**config.mk**
```make
export PLATFORM = sky130hd
export DESIGN_NAME = contador_alvo_4_bits_flat
export DESIGN_NICKNAME = d
export VERILOG_FILES = /design/src/rtl/contador_alvo_4_bits_if.sv /design/src/rtl/contador_alvo_4_bits.sv /design/src/flat_wrapper.sv
export SDC_FILE = /design/constraint.sdc
export NUM_CORES = 1
export LEC_CHECK = 0
export CORE_UTILIZATION = 45
export DETAILED_ROUTE_END_ITERATION = 6
export HOLD_SLACK_MARGIN = 0.12
export PLACE_DENSITY = 0.86
export SETUP_SLACK_MARGIN = 0.5
export SYNTH_ARGS = -nofsm -noshare
export SYNTH_HDL_FRONTEND = slang
export SYNTH_SLANG_ARGS = --single-unit
```
**constraint.sdc**
```tcl
create_clock -name clk -period 1.9 [get_ports clk]
set_input_delay 0.475 -clock clk [delete_from_list [all_inputs] [get_ports clk]]
set_output_delay 0.475 -clock clk [all_outputs]
set_load 0.05 [all_outputs]
```
**src/rtl/contador_alvo_4_bits_if.sv**
```systemverilog
// Bundle between the target-seeking counter and its surroundings.
//   start / alvo / abort         : command side (driven by the master)
//   saida_e / saida_plus / saida_less : comparator results for A=contagem, B=alvo_reg
//   contagem / alvo_reg          : comparator operands (driven by the counter)
//   ocupado / pronto / passos / erro : status (driven by the counter)
// The counter sits on the slave modport. The master modport is the
// command + comparator side.
interface contador_alvo_4_bits_if #(
    parameter int WIDTH = 4
);
    logic             start;
    logic [WIDTH-1:0] alvo;
    logic             abort;
    logic             saida_e;
    logic             saida_plus;
    logic             saida_less;
    logic [WIDTH-1:0] contagem;
    logic [WIDTH-1:0] alvo_reg;
    logic             ocupado;
    logic             pronto;
    logic [WIDTH-1:0] passos;
    logic             erro;

    modport master (
        output start, alvo, abort, saida_e, saida_plus, saida_less,
        input  contagem, alvo_reg, ocupado, pronto, passos, erro
    );

    modport slave (
        input  start, alvo, abort, saida_e, saida_plus, saida_less,
        output contagem, alvo_reg, ocupado, pronto, passos, erro
    );
endinterface

```
**src/rtl/contador_alvo_4_bits.sv**
```systemverilog
// contador_alvo_4_bits
// This block steps a counter one unit per cycle toward a loaded target.
// An external 4-bit magnitude comparator performs the comparisons.
// The counter drives comparator A with contagem and comparator B with alvo_reg.
// It reacts to the equal / greater / less flags that the comparator returns.
// Ports:
//   clk    : rising-edge clock
//   rst_n  : asynchronous, active-low reset
//   cmp    : contador_alvo_4_bits_if.slave. It carries the following signals:
//            - start, alvo, abort: the run request
//            - saida_*: the comparator flags
//            - contagem, alvo_reg: the comparator operands
//            - ocupado, pronto, passos, erro: status
module contador_alvo_4_bits #(
    parameter int WIDTH = 4
) (
    input  logic                   clk,
    input  logic                   rst_n,
    contador_alvo_4_bits_if.slave  cmp
);

    typedef enum logic [1:0] {
        OCIOSO  = 2'd0,
        CARREGA = 2'd1,
        CONTA   = 2'd2,
        FIM     = 2'd3
    } estado_t;

    estado_t          state_reg, state_next;
    logic [WIDTH-1:0] contagem_reg, contagem_next;
    logic [WIDTH-1:0] alvo_reg_reg, alvo_reg_next;
    logic [WIDTH-1:0] passos_reg, passos_next;
    logic             pronto_reg, pronto_next;
    logic             erro_reg, erro_next;
    logic [2:0]       flags;

    assign flags = {cmp.saida_e, cmp.saida_plus, cmp.saida_less};

    always_ff @(posedge clk or negedge rst_n) begin
        if (!rst_n) begin
            state_reg    <= OCIOSO;
            contagem_reg <= '0;
            alvo_reg_reg <= '0;
            passos_reg   <= '0;
            pronto_reg   <= 1'b0;
            erro_reg     <= 1'b0;
        end else begin
            state_reg    <= state_next;
            contagem_reg <= contagem_next;
            alvo_reg_reg <= alvo_reg_next;
            passos_reg   <= passos_next;
            pronto_reg   <= pronto_next;
            erro_reg     <= erro_next;
        end
    end

    always_comb begin
        state_next    = state_reg;
        contagem_next = contagem_reg;
        alvo_reg_next = alvo_reg_reg;
        passos_next   = passos_reg;
        pronto_next   = 1'b0;   // pronto lives only for the single FIM cycle
        erro_next     = erro_reg;

        if (cmp.abort) begin
            // Abort beats everything, including a simultaneous start.
            // The datapath is frozen where it stands.
            state_next = OCIOSO;
        end else begin
            case (state_reg)
                OCIOSO, FIM: begin
                    if (cmp.start) begin
                        alvo_reg_next = cmp.alvo;
                        passos_next   = '0;
                        erro_next     = 1'b0;
                        state_next    = CARREGA;
                    end else begin
                        state_next = OCIOSO;
                    end
                end
                // The new alvo_reg needs one cycle to reach the comparator
                // before its flags can be trusted.
                CARREGA: state_next = CONTA;
                CONTA: begin
                    case (flags)
                        3'b100: begin
                            state_next  = FIM;
                            pronto_next = 1'b1;
                        end
                        3'b001: begin
                            contagem_next = contagem_reg + 1'b1;
                            passos_next   = passos_reg + 1'b1;
                        end
                        3'b010: begin
                            contagem_next = contagem_reg - 1'b1;
                            passos_next   = passos_reg + 1'b1;
                        end
                        default: begin
                            // The comparator contradicted itself.
                            // Stop without moving.
                            erro_next  = 1'b1;
                            state_next = OCIOSO;
                        end
                    endcase
                end
                default: state_next = OCIOSO;
            endcase
        end
    end

    assign cmp.contagem = contagem_reg;
    assign cmp.alvo_reg = alvo_reg_reg;
    assign cmp.passos   = passos_reg;
    assign cmp.pronto   = pronto_reg;
    assign cmp.erro     = erro_reg;
    assign cmp.ocupado  = (state_reg == CARREGA) || (state_reg == CONTA);

endmodule

```
**src/flat_wrapper.sv**
```systemverilog
// flat-port wrapper written by rule: the top's interface ports become plain ports
module contador_alvo_4_bits_flat 
#(
    parameter int WIDTH = 4
)
  (clk, rst_n, cmp_start, cmp_alvo, cmp_abort, cmp_saida_e, cmp_saida_plus, cmp_saida_less, cmp_contagem, cmp_alvo_reg, cmp_ocupado, cmp_pronto, cmp_passos, cmp_erro);
  contador_alvo_4_bits_if #(.WIDTH(WIDTH)) cmp_i ();
  input  logic clk;
  input  logic rst_n;
  input wire logic [$bits(cmp_i.start)-1:0] cmp_start;
  input wire logic [$bits(cmp_i.alvo)-1:0] cmp_alvo;
  input wire logic [$bits(cmp_i.abort)-1:0] cmp_abort;
  input wire logic [$bits(cmp_i.saida_e)-1:0] cmp_saida_e;
  input wire logic [$bits(cmp_i.saida_plus)-1:0] cmp_saida_plus;
  input wire logic [$bits(cmp_i.saida_less)-1:0] cmp_saida_less;
  output wire logic [$bits(cmp_i.contagem)-1:0] cmp_contagem;
  output wire logic [$bits(cmp_i.alvo_reg)-1:0] cmp_alvo_reg;
  output wire logic [$bits(cmp_i.ocupado)-1:0] cmp_ocupado;
  output wire logic [$bits(cmp_i.pronto)-1:0] cmp_pronto;
  output wire logic [$bits(cmp_i.passos)-1:0] cmp_passos;
  output wire logic [$bits(cmp_i.erro)-1:0] cmp_erro;
  assign cmp_i.start = cmp_start;
  assign cmp_i.alvo = cmp_alvo;
  assign cmp_i.abort = cmp_abort;
  assign cmp_i.saida_e = cmp_saida_e;
  assign cmp_i.saida_plus = cmp_saida_plus;
  assign cmp_i.saida_less = cmp_saida_less;
  assign cmp_contagem = cmp_i.contagem;
  assign cmp_alvo_reg = cmp_i.alvo_reg;
  assign cmp_ocupado = cmp_i.ocupado;
  assign cmp_pronto = cmp_i.pronto;
  assign cmp_passos = cmp_i.passos;
  assign cmp_erro = cmp_i.erro;
  contador_alvo_4_bits #(.WIDTH(WIDTH)) u_core (.clk(clk), .rst_n(rst_n), .cmp(cmp_i));
endmodule
```
==> impl_metrics.toml <==
[outcome]
status = "complete, no violations"

[clock_tree]
cts_tree = "done"
root_buffer = "clkbuf_4"
clk_pin_slew_worst_paths_ps = 100
numCtsBuffers = 3
cts_buffer_depth = 2
cts_sinks = 16
clock_latency_ps = 290
h-tree-depth = 1
holdBufCountCts = 0

[floorplan]
die_area_sq_um = 2150
die_h_um = 46.4
core_area_sq_um = 1780
fp-row-count = 15
io_pins = 26
die_w_um = 46.4
start_util_pct = 49.7

[synthesis]
synthTopCellsByCount = "dfrtp_1 (16), nand2_1 (9), mux2_2 (6), ha_1 (5), inv_1 (5)"
async_flop_share_pct = 100
avgSynthCellArea_sq_um = 10.8
synth_compound_area_share_pct = 10.6
synth_top_family_by_area = "simple AND/OR/NAND/NOR gates"
synth_edf_count = 0
synth_cell_types = 31
yosys.area_share.xor_xnor_pct = 5.93
synth_fa_ha_area_share_pct = 7.06
synthMuxAreaShare_pct = 8.76
yosysTopAreaCell = "dfrtp_1"
synth_flop_cell = "dfrtp_1"
yosys_warnings = 0
synth_top_cell_area_share_pct = 45.2
synthesis.nets = 98
yosys-top-cells-area = "dfrtp_1 (45%), mux2_2 (7.6%), ha_1 (7.1%)"
synth-seq-area-share_pct = 45.2
yosysMostFrequentCell = "dfrtp_1"
postSynthCellCount = 82
netlist_area_sq_um = 886
synth_seq_cells = 16
yosys.area_share.simple_pct = 18.2

[timing]
setup_violations = 0
fmax_ghz = 0.553
tns_ps = 0
maxSlewHeadroom_pct = 71.1
final-hold-violation-count = 0
final_max_slew_viol_count = 0
finalClockSkew_ps = 4.67
fin_crit_sh_pct = 95.2
rsz0062_at_grt = "yes"
tightest_slew_ps = 431
fin_crit_ps = 1810

[detailed_routing]
vias_per_cell = 5.70
ant_nets = 0
wl_um = 2920
drt-wirelength-per-cell_um = 17.5
drtIter0Drc = 38
detail_route.first_pass.iterations = 5
num_vias = 952
drc = 0

[place]
hpwl_um = 1580
gp_congestion = 0.763
portBuffers = 25
place_area_sq_um = 1280

[critical_path]
crit_type = "register to register"
critical_path_peak_fanout = 3
crit_chain = "ha_4, clkinvlp_4, buf_4, buf_6, o21a_4, and4_1, a211o_1"
worstPathArrival_ps = 1990
critPathSlowestCell = "dfrtp_1"
start_kind = "register"
cpPeakStageDelay_ps = 450
worstPathRequired_ps = 2080
critPathCaptureType = "register"

[global_route]
grt_pass1_wl_um = 3730
grt_usage_pct = 25.2
grt_pass1_vias = 921
antenna_found_initial = 0
grt_max_degree = 17
globalRouteOverflowTotal = 0

[power]
power-per-cell-area_nw_per_um2 = 609
p_leak_nw = 0.749
peakVddDrop_v = 0.000701

[finish]
final_nets = 159
antenna_cells = 0
area_growth_pct = 75.6
drive_gt1_share_pct = 56.3
fin_area_sq_um = 1560

[job]
maxCapViolCount = 0

[hold_path]
hold_path_class = "input port to async pin"
==> layout by cell type, fill, tap and decap left out, drive strengths merged, types with 4 or more instances in the layout <==
cell type and count:
inv 4, xnor2 4, clkdlybuf4s50 6, nand2 9
buf 51, clkbuf 4, ha 5, dfrtp 16
mux2 6, nand3 4
==> final cells by class <==
type | count | area [sq um]
multi-input combinational | 59 | 564
sequential | 16 | 403
timing repair buffer | 58 | 498
inverter | 5 | 22.5
tap | 25 | 31.3
fill | 82 | 228
clock buffer | 4 | 36.3
==> metal layers <==
metal  GRT usage, %  wire length (um)  vias up
met5              0                 0        -
met4           17.1               130        0
met3           3.92               162       20
met2           47.2              1590       62
met1           24.6              1040      459
li1               -                 -      411
==> final timing paths <==
kind	start	slack [ps]	end	depth (start not counted)
max	u_core.state_reg[1]	90	u_core.cmp.passos[2]	7
min	rst_n	500	u_core.cmp.passos[0]	2
max reg2reg	u_core.state_reg[1]	90	u_core.cmp.passos[2]	7
min reg2reg	u_core.cmp.contagem[3]	520	u_core.cmp.contagem[3]	1
min in group clk	u_core.cmp.contagem[3]	520	u_core.cmp.contagem[3]	1
max in group asynchronous	rst_n	1200	u_core.cmp.contagem[0]	2
==> report_power, final <==
part	total [mW]	switching (mW)	internal, mW
Sequential	0.383	0.0155	0.367
Combinational	0.338	0.193	0.145
Clock	0.227	0.110	0.117
==> critical path: cells and delay by family, from the launching register on <==
family	cells	cell delay, ps
flip-flops	1	450
AO/OA/AOI/OAI	2	410
buffers and inverters	3	380
adder cells (fa/ha/maj)	1	320
AND/OR/NAND/NOR	1	150
==> metrics by stage <==
stage | utilization (%) | setup WS, ps | hold slack, ps | power, mW | instances
after floorplan | - | 176 | 179 | 0.555 | 82
after global placement | 71.7 | -204 | 476 | 0.661 | 142
after detailed placement | 71.7 | -331 | 478 | 0.669 | 142
after CTS | 83.1 | 124 | 491 | 0.939 | 163
after global routing | 87.2 | 35.5 | 506 | 0.986 | 167
final | 87.2 | 90.3 | 500 | 0.947 | 167
==> cell families (layout without fill, tap and decap cells) <==
family,count (synthesis),after routing
AO/OA/AOI/OAI,13,13
XOR/XNOR,6,6
adder cells (fa/ha/maj),5,5
buffers and inverters,7,67
flip-flops,16,16
multiplexers,7,7
AND/OR/NAND/NOR,28,28
==> repair_timing <==
item	CTS	global route
endpoints found under the hold margin	0	0
buffers inserted	17	4
setup endpoints to repair	23	18
resized for setup	28	9
pin swaps	12	8
(Power assumes the default switching activity.)
